## src/rtl/team_09_pkg.sv

```systemverilog
// Shared constants, state type and helpers for the team_09 pushbutton front end.
package team_09_pkg;

  localparam int unsigned KEY_NUM_PB         = 21;
  localparam int unsigned KEY_CODE_W         = 5;
  localparam int unsigned KEY_TICK_DIV       = 10000;
  localparam int unsigned KEY_STABLE_SAMPLES = 4;

  typedef enum logic {KS_IDLE, KS_HOLD} key_state_t;

  // Index of the lowest set bit; 0 when vec is empty (callers gate on vec != 0).
  function automatic int unsigned lowest_set(input logic [31:0] vec);
    int unsigned idx;
    idx = 0;
    for (int unsigned i = 32; i > 0; i--) begin
      if (vec[i-1]) idx = i - 1;
    end
    return idx;
  endfunction

endpackage

```

## src/rtl/team_09_pb_debounce_cell.sv

```systemverilog
// One pushbutton: 2-FF synchronizer, tick-sampled debounce counter, level and edge pulses.
module team_09_pb_debounce_cell
  import team_09_pkg::*;
#(
  parameter int unsigned STABLE_SAMPLES = KEY_STABLE_SAMPLES
) (
  input  logic clk,
  input  logic nrst,
  input  logic tick_i,
  input  logic raw_i,
  output logic level_o,
  output logic press_o,
  output logic release_o
);

  localparam int unsigned CW = $clog2(STABLE_SAMPLES);

  logic          sync1_q, sync2_q;
  logic [CW-1:0] cnt_q, cnt_d;
  logic          level_q, level_d;
  logic          press_q, press_d;
  logic          rel_q, rel_d;

  // Synchronizer chain runs regardless of enable.
  always_ff @(posedge clk or negedge nrst) begin
    if (!nrst) begin
      sync1_q <= 1'b0;
      sync2_q <= 1'b0;
    end else begin
      sync1_q <= raw_i;
      sync2_q <= sync1_q;
    end
  end

  // Debounce decision, evaluated only on sample ticks.
  always_comb begin
    cnt_d   = cnt_q;
    level_d = level_q;
    press_d = 1'b0;
    rel_d   = 1'b0;
    if (tick_i) begin
      if (sync2_q == level_q) begin
        cnt_d = '0;
      end else if (cnt_q == CW'(STABLE_SAMPLES - 1)) begin
        level_d = ~level_q;
        cnt_d   = '0;
        press_d = ~level_q;
        rel_d   = level_q;
      end else begin
        cnt_d = cnt_q + CW'(1);
      end
    end
  end

  // Debounce state and registered edge pulses.
  always_ff @(posedge clk or negedge nrst) begin
    if (!nrst) begin
      cnt_q   <= '0;
      level_q <= 1'b0;
      press_q <= 1'b0;
      rel_q   <= 1'b0;
    end else begin
      cnt_q   <= cnt_d;
      level_q <= level_d;
      press_q <= press_d;
      rel_q   <= rel_d;
    end
  end

  assign level_o   = level_q;
  assign press_o   = press_q;
  assign release_o = rel_q;

endmodule

```

## src/rtl/team_09_pb_keyscan.sv

```systemverilog
// Pushbutton scanner: shared prescaler, per-button debounce, pending bitmap and
// lowest-index-first valid/ready key-code delivery.
module team_09_pb_keyscan
  import team_09_pkg::*;
#(
  parameter int unsigned NUM_PB         = KEY_NUM_PB,
  parameter int unsigned CODE_W         = KEY_CODE_W,
  parameter int unsigned TICK_DIV       = KEY_TICK_DIV,
  parameter int unsigned STABLE_SAMPLES = KEY_STABLE_SAMPLES
) (
  input  logic              clk,
  input  logic              nrst,
  input  logic              en,
  input  logic [NUM_PB-1:0] pb_raw,
  output logic [NUM_PB-1:0] pb_level,
  output logic [NUM_PB-1:0] pb_press,
  output logic [NUM_PB-1:0] pb_release,
  output logic              key_valid,
  output logic [CODE_W-1:0] key_code,
  input  logic              key_ready,
  output logic              key_merge
);

  localparam int unsigned PW = $clog2(TICK_DIV);

  logic [PW-1:0]     presc_q, presc_d;
  logic              tick;
  logic [NUM_PB-1:0] pending_q, pending_d;
  logic [NUM_PB-1:0] load_mask;
  logic [CODE_W-1:0] code_q, code_d;
  logic              merge_q, merge_d;
  key_state_t        state_q, state_d;
  int unsigned       low_idx;

  assign tick = en && (presc_q == PW'(TICK_DIV - 1));

  // Prescaler next count: frozen while disabled, wraps after the tick cycle.
  always_comb begin
    presc_d = presc_q;
    if (en) presc_d = tick ? '0 : presc_q + PW'(1);
  end

  // Prescaler register.
  always_ff @(posedge clk or negedge nrst) begin
    if (!nrst) presc_q <= '0;
    else       presc_q <= presc_d;
  end

  for (genvar g = 0; g < NUM_PB; g++) begin : g_cell
    team_09_pb_debounce_cell #(
      .STABLE_SAMPLES(STABLE_SAMPLES)
    ) u_cell (
      .clk      (clk),
      .nrst     (nrst),
      .tick_i   (tick),
      .raw_i    (pb_raw[g]),
      .level_o  (pb_level[g]),
      .press_o  (pb_press[g]),
      .release_o(pb_release[g])
    );
  end

  // Output FSM plus pending bitmap update; a press landing on the bit being loaded re-queues it.
  always_comb begin
    state_d   = state_q;
    code_d    = code_q;
    load_mask = '0;
    low_idx   = lowest_set(32'(pending_q));
    case (state_q)
      KS_IDLE: begin
        if (pending_q != '0) begin
          for (int unsigned i = 0; i < NUM_PB; i++) begin
            if (i == low_idx) load_mask[i] = 1'b1;
          end
          code_d  = CODE_W'(low_idx);
          state_d = KS_HOLD;
        end
      end
      KS_HOLD: begin
        if (key_ready) state_d = KS_IDLE;
      end
      default: state_d = KS_IDLE;
    endcase
    merge_d   = |(pb_press & pending_q & ~load_mask);
    pending_d = (pending_q & ~load_mask) | pb_press;
  end

  // Handshake and queue state.
  always_ff @(posedge clk or negedge nrst) begin
    if (!nrst) begin
      state_q   <= KS_IDLE;
      pending_q <= '0;
      code_q    <= '0;
      merge_q   <= 1'b0;
    end else begin
      state_q   <= state_d;
      pending_q <= pending_d;
      code_q    <= code_d;
      merge_q   <= merge_d;
    end
  end

  assign key_valid = (state_q == KS_HOLD);
  assign key_code  = code_q;
  assign key_merge = merge_q;

endmodule

```

## config.mk

```make
export PLATFORM = sky130hd
export DESIGN_NAME = team_09_pb_keyscan
export DESIGN_NICKNAME = d
export VERILOG_FILES = /design/src/rtl/team_09_pkg.sv /design/src/rtl/team_09_pb_debounce_cell.sv /design/src/rtl/team_09_pb_keyscan.sv
export SDC_FILE = /design/constraint.sdc
export NUM_CORES = 1
export LEC_CHECK = 0
export ABC_AREA = 1
export BUFFER_PORTS_ARGS = -buffer_cell sky130_fd_sc_hd__buf_4
export CAP_MARGIN = 20
export CORE_MARGIN = 2
export CORE_UTILIZATION = 50
export CTS_CLUSTER_SIZE = 40
export DETAILED_ROUTE_END_ITERATION = 16
export PLACE_DENSITY = 0.7
export SYNTH_ARGS = -nofsm -noshare
export SYNTH_HDL_FRONTEND = slang
export SYNTH_SLANG_ARGS = --single-unit
```

## constraint.sdc

```tcl
create_clock -name clk -period 6.05 [get_ports clk]
set_input_delay 0.605 -clock clk [delete_from_list [all_inputs] [get_ports clk]]
set_output_delay 0.605 -clock clk [all_outputs]
set_load 0.05 [all_outputs]
```

Yosys cells after proc, flatten, opt, wreduce, memory -nomap -nowiden
Cells that the tools add are included.
- shift operators: 0
- equal/unequal tests: 63
- reductions and logical operators: 26
- div/mod/pow operators: 0
- mux-type cells: 216
- $add $sub $neg: 22
- magnitude comparators: 0
- multipliers: 0
- bitwise gates (word level): 48
- operators by type and width (cell ; number):
    $mux 32 ; 18
    $eq 4x32->1 const A ; 8
    $eq 5x32->1 const A ; 5
    $mux 1 ; 149
    $eq 3x32->1 const A ; 4
    $mux 2 ; 42
    $eq 2x32->1 const A ; 2
    $and 21x21->21 ; 3
    $reduce_and 3->1 ; 21
    $not 1->1 ; 43
    $add 2x1->2 const B ; 21
    $eq 2x2->1 const B ; 21
    $mux 21 ; 2
    $eq 1x32->1 const A ; 1
    $logic_not 32->1 ; 1
    $eq 1x1->1 ; 21
    $not 21->21 ; 1
    $or 21x21->21 ; 1
    $reduce_bool 21->1 ; 1
    $reduce_or 21->1 ; 1
    $mux 5 ; 3
    $add 14x1->14 const B ; 1
    $eq 14x14->1 const B ; 1
    $mux 14 ; 1
    3 further kinds ; 3
- output and inout bits: 70
- flip-flop bits (word level): 189
- input bits: 25
- bits in latches: 0
- memories: 0
- ROM bits: 0
- memory bits (writable): 0

Longest topological paths before layout
Gate-level depths: netlist (run 1).
- depth after elaboration: 28
- mapped depth: 27
- depth with buffers taken out: 27

Modules after synthesis
From an unflattened synthesis (run 1), not the netlist that was laid out.
- cell total of the unflattened synthesis: 895
- area, all modules: 8161.6 um2
- by module, submodules not included (module ; instances ; cells each ; area an instance (um2)):
    team_09_pb_debounce_cell ; 21 ; 28 ; 276.5
    team_09_pb_keyscan ; 1 ; 307 ; 2354.8

Worst setup path after synthesis (run 1)
Ideal clock, no wire load.
- path type: reg-to-reg
- from: reg pending_q[18]
- to: reg merge_q (netlist: key_merge)
- setup slack: 4.054 ns
- arrival time: 1.877 ns
- cell stages (with the launch flop): 27
- path buffers: 0
- required time: 5.931 ns
- period minus slack after synthesis: 1.996 ns
- cell sequence: dfrtp_1 > inv_2 > nand2_1 > nand2_1 > nand2_1 > nand2_1 > nand2_1 > nand2_1 > nand2_1 > nand2_1 > nand2_1 > nand2_1 > nand2_1 > nand2_1 > nand2_1 > nand2_1 > nand2_1 > nand2_2 > nand2_4 > nand2_4 > nand2_4 > nor2_1 > nand3_1 > nand3_1 > nand3_1 > nor2_1 > nand2_1
- word-level cells in the longest chain between the ends: 26
- elaborated cells between the ends (all ways): 68
- those cells by class: eq/ne (20); mux (42); bitwise (3); reduce/logical (3)
- ends and longest elaborated chain (item ; RTL line ; source):
    start, declared ; team_09_pb_keyscan.sv:28 ; logic [NUM_PB-1:0] pending_q, pending_d;
    start signal, assigned ; team_09_pb_keyscan.sv:97 ; pending_q <= pending_d;
    $mux 5 ; team_09_pkg.sv:16 ; if (vec[i-1]) idx = i - 1;
    $mux 32 (18 in a row) ; team_09_pkg.sv:16 ;
    $eq 1x32->1 (tied with other cells) ; team_09_pb_keyscan.sv:73 ; if (i == low_idx) load_mask[i] = 1'b1;
    $mux 1 ; team_09_pb_keyscan.sv:73 ;
    $mux 21 ; team_09_pb_keyscan.sv:71 ; if (pending_q != '0) begin
    $mux 21 ; team_09_pb_keyscan.sv:69 ; case (state_q)
    $not 21->21 ; team_09_pb_keyscan.sv:84 ; merge_d = |(pb_press & pending_q & ~load_mask);
    $and 21x21->21 (*) ; team_09_pb_keyscan.sv:84 ;
    $reduce_or 21->1 (*) ; team_09_pb_keyscan.sv:84 ;
    net merge_d ; team_09_pb_keyscan.sv:31 ; logic merge_q, merge_d;
    end signal, assigned ; team_09_pb_keyscan.sv:99 ; merge_q <= merge_d;
    end, declared ; team_09_pb_keyscan.sv:31 ;
Mark *: on every way through the listed nets, which the timed path passes. The rest lies on a longest branch.
A chain may end at the register's enable or synchronous reset.

Worst setup path in the final report (run 1)
- from: reg pending_q[16]
- to: reg merge_q (netlist: key_merge)
- word-level cells in the longest chain between the ends: 24
- elaborated cells between the ends (all ways): 66
- those cells by class: eq/ne (20); mux (40); bitwise (3); reduce/logical (3)
- ends and longest elaborated chain (item ; RTL line):
    $mux 32 (17 in a row) ; team_09_pkg.sv:16
    $eq 1x32->1 (tied with other cells) ; team_09_pb_keyscan.sv:73
    $mux 1 ; team_09_pb_keyscan.sv:73
    $mux 21 ; team_09_pb_keyscan.sv:71
    $mux 21 ; team_09_pb_keyscan.sv:69
    $not 21->21 ; team_09_pb_keyscan.sv:84
    $and 21x21->21 (*) ; team_09_pb_keyscan.sv:84
    $reduce_or 21->1 (*) ; team_09_pb_keyscan.sv:84
    net merge_d ; team_09_pb_keyscan.sv:31
Marks and branches as above.

==> reports/metrics.csv, run 1 <==
stage,metric,value,unit
floorplan,count of standard-cell rows,46,
floorplan,Die W,131.3,um
clocking,maximum root-to-sink buffer count,2,
global_route,largest net degree at the start of global routing,127,
floorplan,num ports,95,
yosys,average cell area after synthesis,10.05,um2
yosys,number of distinct library cell variants in the gate-level netlist after synthesis,28,
critical_path,Setup Crit Path Kind,flop to flop,
clocking,later-pin clock latency in the skew report,0.44,ns
power_and_ir_drop,Pwr per Cell Area,281.1,mW/mm2
floorplan,placeable core region,0.01589,mm2
min_path,path class of the lowest-slack min-delay path,primary input to flop,
critical_path,Critical-path top delay cell,dfrtp_1,
placement,final weighted congestion in routability-driven placement,0.8996,
detailed_routing,total number of vias,5236,
yosys,warnings from Yosys,0,
final_layout,number of nets in the finished design,895,
min_path,Hold Crit Endpoint,g_cell[10].u_cell.sync1_q,
yosys,area of the mapped netlist,0.008103,mm2
timing,Fin. Hold Viols,0,
final_layout,Layout Utilization,0.5788,
yosys,area share of the leading cell type in the synthesized netlist,0.5837,
clocking,total CTS buffers,17,
detailed_routing,total detailed-routing wirelength,14.80,mm
timing,final setup TNS,0,ns
detailed_routing,detailed-route wire length per cell,13.74,um
detailed_routing,drt via density,4.862,
yosys,"flops & latches, synth",189,
detailed_routing,1st-pass router iterations,5,
critical_path,CP max stage delay,0.40,ns
clocking,"Gates resized, CTS repair",0,
timing,FMAX,0.3951,GHz
clocking,setup fix buffers added after clock tree synthesis,0,
critical_path,Critical Path Fanout Max,10,
critical_path,cells traversed along the worst timing path,inv_1 -> nand2_1 -> o211ai_1 -> nand3_1 -> nand2_1 -> nand2_1 -> nand2_1 -> nand2_1 -> nand3_1 -> nand2_2 -> nor2_8 -> inv_2 -> nor2_2 -> nand2_1 -> nand3_1 -> nand2_1 -> nor2_1 -> nand2_1 -> nor2_1 -> nand2_1,
min_path,depth of the worst hold-timing path,1,
critical_path,beginning of the worst register-to-register path,pending_q[16],
detailed_routing,post-detailed-route count of antenna-violating nets,0,
timing,transition time of the tightest slew-check pin,0.9928,ns
critical_path,worst reg2reg path endpoint,key_merge,
status,result of the run,completed,
critical_path,flop2flop setup slack,3.52,ns
yosys,proportion of synthesized chip area in sequential cells,0.5837,
timing,number of endpoints failing setup at the final stage,0,
timing,fin crit period,2.531,ns
min_path,Worst Hold Launch,pb_raw[10],
critical_path,arrival time worst endpoint,2.86,ns
clocking,clock edge transition at the registers on the reported setup and hold paths,0.07,ns
floorplan,Initial Util,0.5101,
power_and_ir_drop,Lkg Pwr,0.004762,uW
global_route,GRT Util Overall,0.1827,
critical_path,Most common cell on crit path,nand2_1,
critical_path,required time at the worst-slack endpoint,6.38,ns
global_route,via count of the first global-routing pass,5078,
global_route,overall overflow remaining after global route,0,
critical_path,kind of capture point of the worst setup path,flop,
power_and_ir_drop,largest vdd supply drop,0.2224,mV
final_layout,number of antenna repair diodes,0,
clocking,number of levels in the clock H-tree,4,
timing,total count of max-transition violations in the final report,0,
timing,worst slew slack as a fraction of its limit,0.3382,
yosys,cell count after synthesis,806,
global_route,antenna violations before repair,0,
critical_path,kind of start point of the critical path,flop,
clocking,TritonCTS clock tree,yes,
final_layout,layout cell share with drive strength beyond 1,0.1661,
detailed_routing,drc violations,0,
final_layout,Layout area overhead,13.47,%
timing,final period utilization,0.4183,
yosys,cells taking the most area after synthesis,"dfrtp_1 58%, nand2_1 6.7%, buf_4 5.8%, xor2_1 4.8%, inv_1 3.6%",
clocking,CTS sink count,189,
critical_path,depth of the worst register-to-register path,20,
global_route,first-pass GRT wire length,24.98,mm
clocking,Clock Tree Root,clkbuf_16,
yosys,cell taking the most area after synthesis,dfrtp_1,
timing,final setup skew,0.01137,ns
floorplan,die area,0.01724,mm2
clocking,count of hold-fix buffers inserted at cts,0,
placement,half-perimeter wire length after detailed placement,10.24,mm
flow_run,reported max-cap violation count,0,
floorplan,Die Ht,131.3,um
yosys,synthesized net count,853,
placement,Buffers on Ports,94,
detailed_routing,DR iter-0 viols,443,
timing,unrepaired setup endpoints after global routing,no,
==> registers in the layout, indices dropped and copies added, names as in the netlist <==
name,cells
g_cell.u_cell.sync2_q,21
g_cell.u_cell.release_o,21
key_valid,1
g_cell.u_cell.level_o,21
g_cell.u_cell.cnt_q,42
presc_q,14
key_merge,1
g_cell.u_cell.press_o,21
pending_q,21
g_cell.u_cell.sync1_q,21
key_code,5
==> final cells by class <==
| cell class | count | area [um2] |
|---|---|---|
| Fill cell | 1365 | 6691 |
| Sequential cell | 189 | 4730 |
| Multi-Input combinational cell | 462 | 2560 |
| Timing Repair Buffer | 97 | 734.5 |
| Clock buffer | 19 | 442.9 |
| Inverter | 81 | 304.0 |
| Tap cell | 216 | 270.3 |
| Clock inverter | 13 | 152.6 |
==> metal layers <==
layer,global-route usage,share of wire
met5,0,0
met4,0.06039,0.018
met3,0.05015,0.039
met2,0.2851,0.47
met1,0.2494,0.47
==> placed cells by master (no fill, tap or decap), types with 7 or more instances in the layout <==
master and instances:
nor4_1 7, o31ai_1 21, clkbuf_16 17, inv_1 78, a21o_1 17, nand4_1 13, ha_1 22, nor2_1 76
nand3_1 53, xor2_1 44, buf_4 96, dfrtp_1 189, a21oi_1 7, o21ai_0 32, nand2_1 144
==> cell usage after synthesis, drive strengths merged <==
| library cell | count |
|---|---|
| ha | 22 |
| clkbuf | 11 |
| o21ai | 32 |
| nor2 | 81 |
| o21bai | 3 |
| a21o | 17 |
| nor3b | 1 |
| dfrtp | 189 |
| nand4 | 13 |
| inv | 80 |
| nand3 | 54 |
| a21oi | 7 |
| o211ai | 1 |
| o31ai | 21 |
| nand2 | 150 |
| nor3 | 6 |
| xnor2 | 1 |
| buf | 63 |
| a211oi | 1 |
| clkinv | 1 |
| xor2 | 44 |
| o221a | 1 |
| nor4 | 7 |
==> power by group <==
part           total [uW]  internal (uW)  switching, uW
registers            1330           1310           24.7
logic                 128           42.2           86.1
clock network        1120            630            494
==> kinds of logic after synthesis <==
kind of cell | Yosys count | synth area share
and+or+nand+nor | 312 | 0.1674
DFF | 189 | 0.5837
buffers and inverters | 155 | 0.1010
AOI/OAI and AO/OA | 83 | 0.06532
xor gates and xnor gates | 45 | 0.04864
adders and majority gates | 22 | 0.03397
==> through the flow <==
step	power, uW	std cells	instance area (um2)	hold WS, ns	setup slack [ns]
final	2585	1077	9194	0.2699	3.519
after global routing	2699	1077	9194	0.2496	3.325
after CTS	2611	1077	9194	0.2561	3.585
after detailed placement	1484	1045	8598	0.3347	3.443
after global placement	1482	1045	8598	0.3315	3.517
after floorplan	1426	806	8103	0.3094	4.054
==> worst max-delay path, delay by kind of cell, from the launching register on <==
family,cells,cell delay [ns]
and+or+nand+nor,17,1.60
DFF,1,0.40
buffers and inverters,2,0.21
AOI/OAI and AO/OA,1,0.21
==> worst max-delay path by stage <==
stage | start | endpoint | cells after the start
2_1_floorplan | pending_q[18] | key_merge | 26
3_3_place_gp | en | g_cell[17].u_cell.level_o | 10
3_5_place_dp | en | g_cell[4].u_cell.level_o | 10
4_1_cts | presc_q[0] | g_cell[14].u_cell.level_o | 10
5_1_grt | pending_q[16] | key_merge | 20
6_report | pending_q[16] | key_merge | 20
No activity file was read; power rests on OpenSTA's default activity.
==> inputs of run 2 (changes only) <==
ABC_AREA = 0   (was 1)
clock period = 2.4 ns   (was 6.05 ns; I/O delays follow)
==> reports/metrics.csv, run 2 <==
stage,metric,value,unit,change
yosys,area share of the leading cell type in the synthesized netlist,0.5808,,was 0.5837
power_and_ir_drop,clock network fraction of total power,0.428,,was 0.435
clocking,maximum root-to-sink buffer count,2,,unchanged
final_layout,most frequent standard cell in the layout excluding fill and tap cells,dfrtp_1,,unchanged
power_and_ir_drop,total power,6384,uW,was 2585 uW
critical_path,required time at the worst-slack endpoint,2.70,ns,was 6.38 ns
yosys,cell taking the most area after synthesis,dfrtp_1,,unchanged
floorplan,die area,0.01732,mm2,was 0.01724 mm2
flow_run,reported max-cap violation count,0,,unchanged
floorplan,Die W,131.6,um,was 131.3 um
final_layout,Layout Utilization,0.6218,,was 0.5788
critical_path,Critical-path top delay cell,nor4_1,,was dfrtp_1
placement,Inst Count DP,1031,,was 1045
detailed_routing,DR iter-0 viols,268,,was 443
global_route,largest net degree at the start of global routing,84,,was 127
detailed_routing,total detailed-routing wirelength,17.05,mm,was 14.80 mm
clocking,clock edge transition at the registers on the reported setup and hold paths,0.06,ns,was 0.07 ns
critical_path,kind of start point of the critical path,flop,,unchanged
global_route,antenna violations before repair,0,,unchanged
yosys,number of flops mapped to enable cells by yosys,0,,unchanged
final_layout,"top library cells by usage in the layout, fill and taps aside","189 x dfrtp_1, 147 x buf_4, 138 x nand2_1",,"was 189 x dfrtp_1, 144 x nand2_1, 96 x buf_4"
power_and_ir_drop,Sequential Power Share,0.526,,was 0.516
timing,final setup skew,0.006943,ns,was 0.01137 ns
timing,fin crit period,2.397,ns,was 2.531 ns
critical_path,cells traversed along the worst timing path,buf_4 -> nor4_1 -> nand3_1 -> nor2_1 -> o21ai_0 -> a211oi_1 -> and3_1 -> and4_1 -> nand4_1,,was inv_1 -> nand2_1 -> o211ai_1 -> nand3_1 -> nand2_1 -> nand2_1 -> nand2_1 -> nand2_1 -> nand3_1 -> nand2_2 -> nor2_8 -> inv_2 -> nor2_2 -> nand2_1 -> nand3_1 -> nand2_1 -> nor2_1 -> nand2_1 -> nor2_1 -> nand2_1
detailed_routing,drt via density,5.121,,was 4.862
critical_path,CP max stage delay,0.48,ns,was 0.40 ns
yosys,synthesized net count,791,,was 853
power_and_ir_drop,largest vdd supply drop,0.4833,mV,was 0.2224 mV
floorplan,Die Ht,131.6,um,was 131.3 um
power_and_ir_drop,Switching Power,1417,uW,was 604.4 uW
critical_path,Top delay family on crit path,simple AND/OR/NAND/NOR gates,,unchanged
power_and_ir_drop,internal power summed over all cells,4967,uW,was 1980 uW
clocking,later-pin clock latency in the skew report,0.43,ns,was 0.44 ns
final_layout,Layout area overhead,21.31,%,was 13.47%
final_layout,number of nets in the finished design,905,,was 895
detailed_routing,DR WL met3,679,um,was 581 um
yosys,most frequent cell after synthesis,dfrtp_1,,unchanged
clocking,number of levels in the clock H-tree,4,,unchanged
min_path,path class of the lowest-slack min-delay path,primary input to flop,,unchanged
final_layout,layout cell share with drive strength beyond 1,0.2471,,was 0.1661
clocking,Clock Tree Root,clkbuf_16,,unchanged
placement,area after detailed placement,0.009032,mm2,was 0.008598 mm2
timing,FMAX,0.4171,GHz,was 0.3951 GHz
global_route,GRT Util Overall,0.2114,,was 0.1827
yosys,number of distinct library cell variants in the gate-level netlist after synthesis,51,,was 28
power_and_ir_drop,Lkg Pwr,0.005166,uW,was 0.004762 uW
yosys,cells taking the most area after synthesis,"dfrtp_1 58%, nand2_1 6.4%, buf_4 5.8%, nor3b_1 4.1%, ha_1 3.4%",,"was dfrtp_1 58%, nand2_1 6.7%, buf_4 5.8%, xor2_1 4.8%, inv_1 3.6%"
timing,worst slew slack as a fraction of its limit,0.5555,,was 0.3382
final_layout,number of flip-flops in the largest register,42,,unchanged
critical_path,Critical Path Source,pending_q[14],,was pending_q[16]
yosys,proportion of synthesized chip area in sequential cells,0.5808,,was 0.5837
detailed_routing,highest routed metal layer,met4,,unchanged
power_and_ir_drop,Pwr per Cell Area,646.3,mW/mm2,was 281.1 mW/mm2
timing,Fin. Hold Viols,0,,unchanged
final_layout,register with the most flip-flops,g_cell.u_cell.cnt_q,,unchanged
critical_path,beginning of the worst register-to-register path,pending_q[14],,was pending_q[16]
detailed_routing,drc violations,0,,unchanged
clocking,TritonCTS clock tree,yes,,unchanged
yosys,post-synthesis async set-or-reset flop share,1.000,,unchanged
power_and_ir_drop,power share of the combinational group,0.046,,was 0.050
detailed_routing,routed wl met2,8.788,mm,was 6.980 mm
global_route,via count of the first global-routing pass,5818,,was 5078
yosys,average cell area after synthesis,10.94,um2,was 10.05 um2
status,result of the run,completed,,unchanged
yosys,most used standard cells in the synthesized netlist,"189 x dfrtp_1, 138 x nand2_1, 63 x buf_4",,"was 189 x dfrtp_1, 144 x nand2_1, 78 x inv_1"
yosys,area of the mapped netlist,0.008143,mm2,was 0.008103 mm2
timing,WHS,0.04928,ns,was 0.2699 ns
placement,Buffers on Ports,94,,unchanged
yosys,cell count after synthesis,744,,was 806
yosys,"flops & latches, synth",189,,unchanged
timing,unrepaired setup endpoints after global routing,yes,,was no
detailed_routing,1st-pass router iterations,5,,unchanged
placement,final weighted congestion in routability-driven placement,0.9370,,was 0.8996
detailed_routing,post-detailed-route count of antenna-violating nets,0,,unchanged
timing,total count of max-transition violations in the final report,0,,unchanged
floorplan,num ports,95,,unchanged
power_and_ir_drop,Sw Share,0.2220,,was 0.2338
detailed_routing,detailed-route wire length per cell,15.70,um,was 13.74 um
yosys,warnings from Yosys,0,,unchanged
clocking,CTS sink count,189,,unchanged
critical_path,Critical Path Fanout Max,5,,was 10
yosys,dominant synthesized flop cell,dfrtp_1,,unchanged
clocking,total CTS buffers,17,,unchanged
timing,number of endpoints failing setup at the final stage,0,,unchanged
final_layout,post-route cell area,0.009878,mm2,was 0.009194 mm2
final_layout,final instance count without filler cells,1086,,was 1077
min_path,Worst Hold Launch,en,,was pb_raw[10]
timing,final period utilization,0.9989,,was 0.4183
critical_path,Setup Crit Path Kind,flop to flop,,unchanged
critical_path,arrival time worst endpoint,2.70,ns,was 2.86 ns
placement,half-perimeter wire length after detailed placement,12.34,mm,was 10.24 mm
timing,transition time of the tightest slew-check pin,0.6667,ns,was 0.9928 ns
floorplan,Initial Util,0.5126,,was 0.5101
global_route,overall overflow remaining after global route,0,,unchanged
global_route,first-pass GRT wire length,29.20,mm,was 24.98 mm
critical_path,kind of capture point of the worst setup path,flop,,unchanged
detailed_routing,total number of vias,5561,,was 5236
floorplan,placeable core region,0.01589,mm2,unchanged
floorplan,count of standard-cell rows,46,,unchanged
detailed_routing,wl on met1,7.312,mm,was 6.968 mm
final_layout,number of antenna repair diodes,0,,unchanged
critical_path,number of buffers and inverters on the critical path,1,,was 2
[run 2: changes by cell type in the layout (fill, tap and decap cells not counted), moves of 20 or more]
cell           delta
inv_1            -63
buf_4            +51
nor3b_1          +43
nor2_1           -34
dlygate4sd3_1    +23
nand3_1          -22
mux2_2           +21
xor2_1           -20
[run 2: layout make-up]
| class | count | area [um2] |
|---|---|---|
| timing repair buffer | 175 | 1410 |
| tap | 216 | 270.3 |
| fill | 1312 | 6007 |
| clock inverter | 10 | 115.1 |
| sequential | 189 | 4730 |
| inverter | 15 | 56.30 |
| clock buffer | 21 | 450.4 |
| multi-input combinational | 460 | 2846 |
[run 2: power groups by stage]
stage	Sequential, uW	Clock (uW)	Combinational [uW]
global placement	3410	0	248
CTS	3360	2810	301
global route	3370	2960	335
finish	3360	2730	294
detailed placement	3420	0	267
floorplan	3400	0	127
[run 2: logic make-up after synthesis]
group           share of synthesized area
simple gates                       0.1779
flops                              0.5808
buf+inv                           0.07514
compound gates                    0.06777
xor+xnor                          0.03550
fa+ha+maj                         0.03380
mux                               0.02904
[run 2: repair_timing]
action                                  CTS  global route
hold buffers                             23             0
setup buffers                             0             1
pin swaps                                 0             1
hold endpoints to repair                100             0
endpoints found under the setup margin    1            20
resized for setup                         1            10
[run 2: metal layers]
metal / up-vias / GRT usage
li1: 2684 / -
met1: 2737 / 0.2708
met2: 115 / 0.3581
met3: 25 / 0.04784
met4: 0 / 0.06763
met5: - / 0
[run 2: metrics by stage]
step | TNS, ns | setup slack (ns)
CTS | 0 | 0.008287
floorplan | 0 | 0.1360
detailed placement | -0.0009839 | -0.0009839
finish | 0 | 0.002669
global route | -0.05656 | -0.05656
global placement | -0.001463 | -0.001463
[run 2: worst paths after layout]
check,endpoint,slack [ns],cells after the start
worst max-delay path,key_merge,0.003,9
worst min-delay path,presc_q[0],0.05,2
worst max register to register,key_merge,0.003,9
worst min register to register,g_cell[13].u_cell.sync2_q,0.35,0
max in group asynchronous,g_cell[16].u_cell.cnt_q[1],1.20,3
min in group asynchronous,g_cell[10].u_cell.level_o,0.41,2
[run 2: worst register-to-register path, cell delays in order, from the launching register on]
cell and delay (ns):
dfrtp_1 0.43, buf_4 0.16, nor4_1 0.48, nand3_1 0.21, nor2_1 0.17, o21ai_0 0.10
a211oi_1 0.28, and3_1 0.20, and4_1 0.17, nand4_1 0.08
==> inputs of run 3 (changes only) <==
PLACE_DENSITY = 0.8   (was 0.7)
==> reports/metrics.csv, run 3 (synthesis gave the netlist of run 2 again) <==
stage,metric,value,unit,change
status,result of the run,completed,,unchanged
final_layout,most frequent standard cell in the layout excluding fill and tap cells,dfrtp_1,,unchanged
timing,WHS,0.05155,ns,was 0.04928 ns
timing,final period utilization,0.9731,,was 0.9989
clocking,total CTS buffers,17,,unchanged
detailed_routing,detailed-route wire length per cell,14.94,um,was 15.70 um
floorplan,Initial Util,0.5126,,unchanged
detailed_routing,total detailed-routing wirelength,16.09,mm,was 17.05 mm
placement,final weighted congestion in routability-driven placement,0.8795,,was 0.9370
placement,half-perimeter wire length after detailed placement,10.98,mm,was 12.34 mm
power_and_ir_drop,Pwr per Cell Area,670.2,mW/mm2,was 646.3 mW/mm2
final_layout,final instance count without filler cells,1077,,was 1086
clocking,CTS sink count,189,,unchanged
global_route,antenna violations before repair,0,,unchanged
final_layout,number of antenna repair diodes,0,,unchanged
placement,Inst Count DP,1020,,was 1031
final_layout,post-route cell area,0.009980,mm2,was 0.009878 mm2
timing,final setup TNS,0,ns,unchanged
timing,unrepaired setup endpoints after global routing,yes,,unchanged
global_route,first-pass GRT wire length,26.74,mm,was 29.20 mm
clocking,Clock Tree Root,clkbuf_16,,unchanged
flow_run,reported max-cap violation count,0,,unchanged
global_route,global routing met2 resource utilization,0.3127,,was 0.3581
detailed_routing,post-detailed-route count of antenna-violating nets,0,,unchanged
clocking,clock edge transition at the registers on the reported setup and hold paths,0.07,ns,was 0.06 ns
final_layout,register with the most flip-flops,g_cell.u_cell.cnt_q,,unchanged
floorplan,num ports,95,,unchanged
clocking,later-pin clock latency in the skew report,0.43,ns,about the same
detailed_routing,1st-pass router iterations,4,,was 5
final_layout,layout cell share with drive strength beyond 1,0.2497,,was 0.2471
power_and_ir_drop,Lkg Pwr,0.005163,uW,was 0.005166 uW
detailed_routing,total number of vias,5507,,was 5561
final_layout,Layout area overhead,22.56,%,was 21.31%
placement,area after detailed placement,0.008975,mm2,was 0.009032 mm2
min_path,path class of the lowest-slack min-delay path,primary input to flop,,unchanged
timing,fin crit period,2.335,ns,was 2.397 ns
clocking,number of levels in the clock H-tree,4,,unchanged
timing,transition time of the tightest slew-check pin,0.4165,ns,was 0.6667 ns
global_route,overall overflow remaining after global route,0,,unchanged
global_route,GR met3 Demand/Resource,0.04090,,was 0.04784
global_route,Global Route met1 Usage,0.2538,,was 0.2708
critical_path,kind of start point of the critical path,flop,,unchanged
timing,total count of max-transition violations in the final report,0,,unchanged
floorplan,die area,0.01732,mm2,unchanged
global_route,GRT Util Overall,0.1928,,was 0.2114
floorplan,Die Ht,131.6,um,unchanged
critical_path,Setup Crit Path Kind,flop to flop,,unchanged
critical_path,kind of capture point of the worst setup path,flop,,unchanged
timing,worst slew slack as a fraction of its limit,0.7202,,was 0.5555
final_layout,number of nets in the finished design,895,,was 905
clocking,TritonCTS clock tree,yes,,unchanged
placement,Buffers on Ports,94,,unchanged
final_layout,number of flip-flops in the largest register,42,,unchanged
timing,Fin. Hold Viols,0,,unchanged
final_layout,"top library cells by usage in the layout, fill and taps aside","188 x dfrtp_1, 138 x nand2_1, 135 x buf_4",,"was 189 x dfrtp_1, 147 x buf_4, 138 x nand2_1"
critical_path,required time at the worst-slack endpoint,2.70,ns,about the same
global_route,peak-usage layer in the global routing report,met2,,unchanged
floorplan,count of standard-cell rows,46,,unchanged
clocking,maximum root-to-sink buffer count,2,,unchanged
detailed_routing,drt via density,5.113,,was 5.121
power_and_ir_drop,largest vdd supply drop,0.5209,mV,was 0.4833 mV
global_route,largest net degree at the start of global routing,77,,was 84
timing,number of endpoints failing setup at the final stage,0,,unchanged
detailed_routing,DR iter-0 viols,305,,was 268
floorplan,Die W,131.6,um,unchanged
critical_path,arrival time worst endpoint,2.63,ns,was 2.70 ns
critical_path,Critical Path Fanout Max,6,,was 5
timing,FMAX,0.4282,GHz,was 0.4171 GHz
detailed_routing,drc violations,0,,unchanged
global_route,via count of the first global-routing pass,5315,,was 5818
final_layout,FILL cells,1264,,was 1312
timing,final setup skew,0.005997,ns,was 0.006943 ns
floorplan,placeable core region,0.01589,mm2,unchanged
run 3: final timing paths:
path,slack (ns),to,cells past startpoint,startpoint
setup reg to reg,0.06,key_merge,9,pending_q[15]
max in group asynchronous,1.39,key_valid,3,nrst
hold reg to reg,0.35,g_cell[14].u_cell.sync2_q,0,g_cell[14].u_cell.sync1_q
setup / recovery,0.06,key_merge,9,pending_q[15]
min in group asynchronous,0.29,g_cell[2].u_cell.release_o,2,nrst
hold / removal,0.05,presc_q[0],2,en
run 3: final cells by class:
type	instances	area [um2]	share of cell area
multi-input combinational	460	2917	0.2923
timing repair buffer	165	1360	0.1363
sequential	189	4731	0.4740
tap	216	270.3	0.02708
clock buffer	19	432.9	0.04338
inverter	15	56.30	0.005642
clock inverter	13	212.7	0.02131
run 3: critical path, stage by stage (launching register included):
cell and delay (ns):
dfrtp_1 0.38, nor3b_1 0.14, or4_4 0.50, o2111ai_4 0.24, nand3_4 0.12, buf_6 0.16
o211a_1 0.21, nor4_1 0.16, and4_1 0.21, nand4_1 0.07
run 3: what timing repair did:
item / in CTS / in global routing
endpoints found under the hold margin: 59 / 0
endpoints found under the setup margin: 2 / 17
hold buffers: 23 / 0
resized for setup: 2 / 21
setup buffers: 0 / 2
gates cloned: 0 / 0
pin swaps: 0 / 6
run 3: layer usage:
layer / vias up / wire length, um
li1: 2675 / -
met1: 2685 / 7304
met2: 119 / 7814
met3: 28 / 591
met4: 0 / 381
met5: - / 0
run 3: per-stage QoR:
stage | setup slack [ns] | util | total power (uW)
after floorplan | 0.1360 | - | 3525
after global placement | 0.005281 | 0.5650 | 3662
after detailed placement | 0.0002329 | 0.5650 | 3669
after CTS | 0.0005689 | 0.6207 | 6763
after global routing | -0.1028 | 0.6282 | 6938
final | 0.06460 | 0.6282 | 6688
run 3: power breakdown:
group	total [uW]	internal (uW)	switching, uW
Combinational	283	128	154
Clock	3050	1860	1190
Sequential	3360	3280	77.6
Total	6690	5260	1420
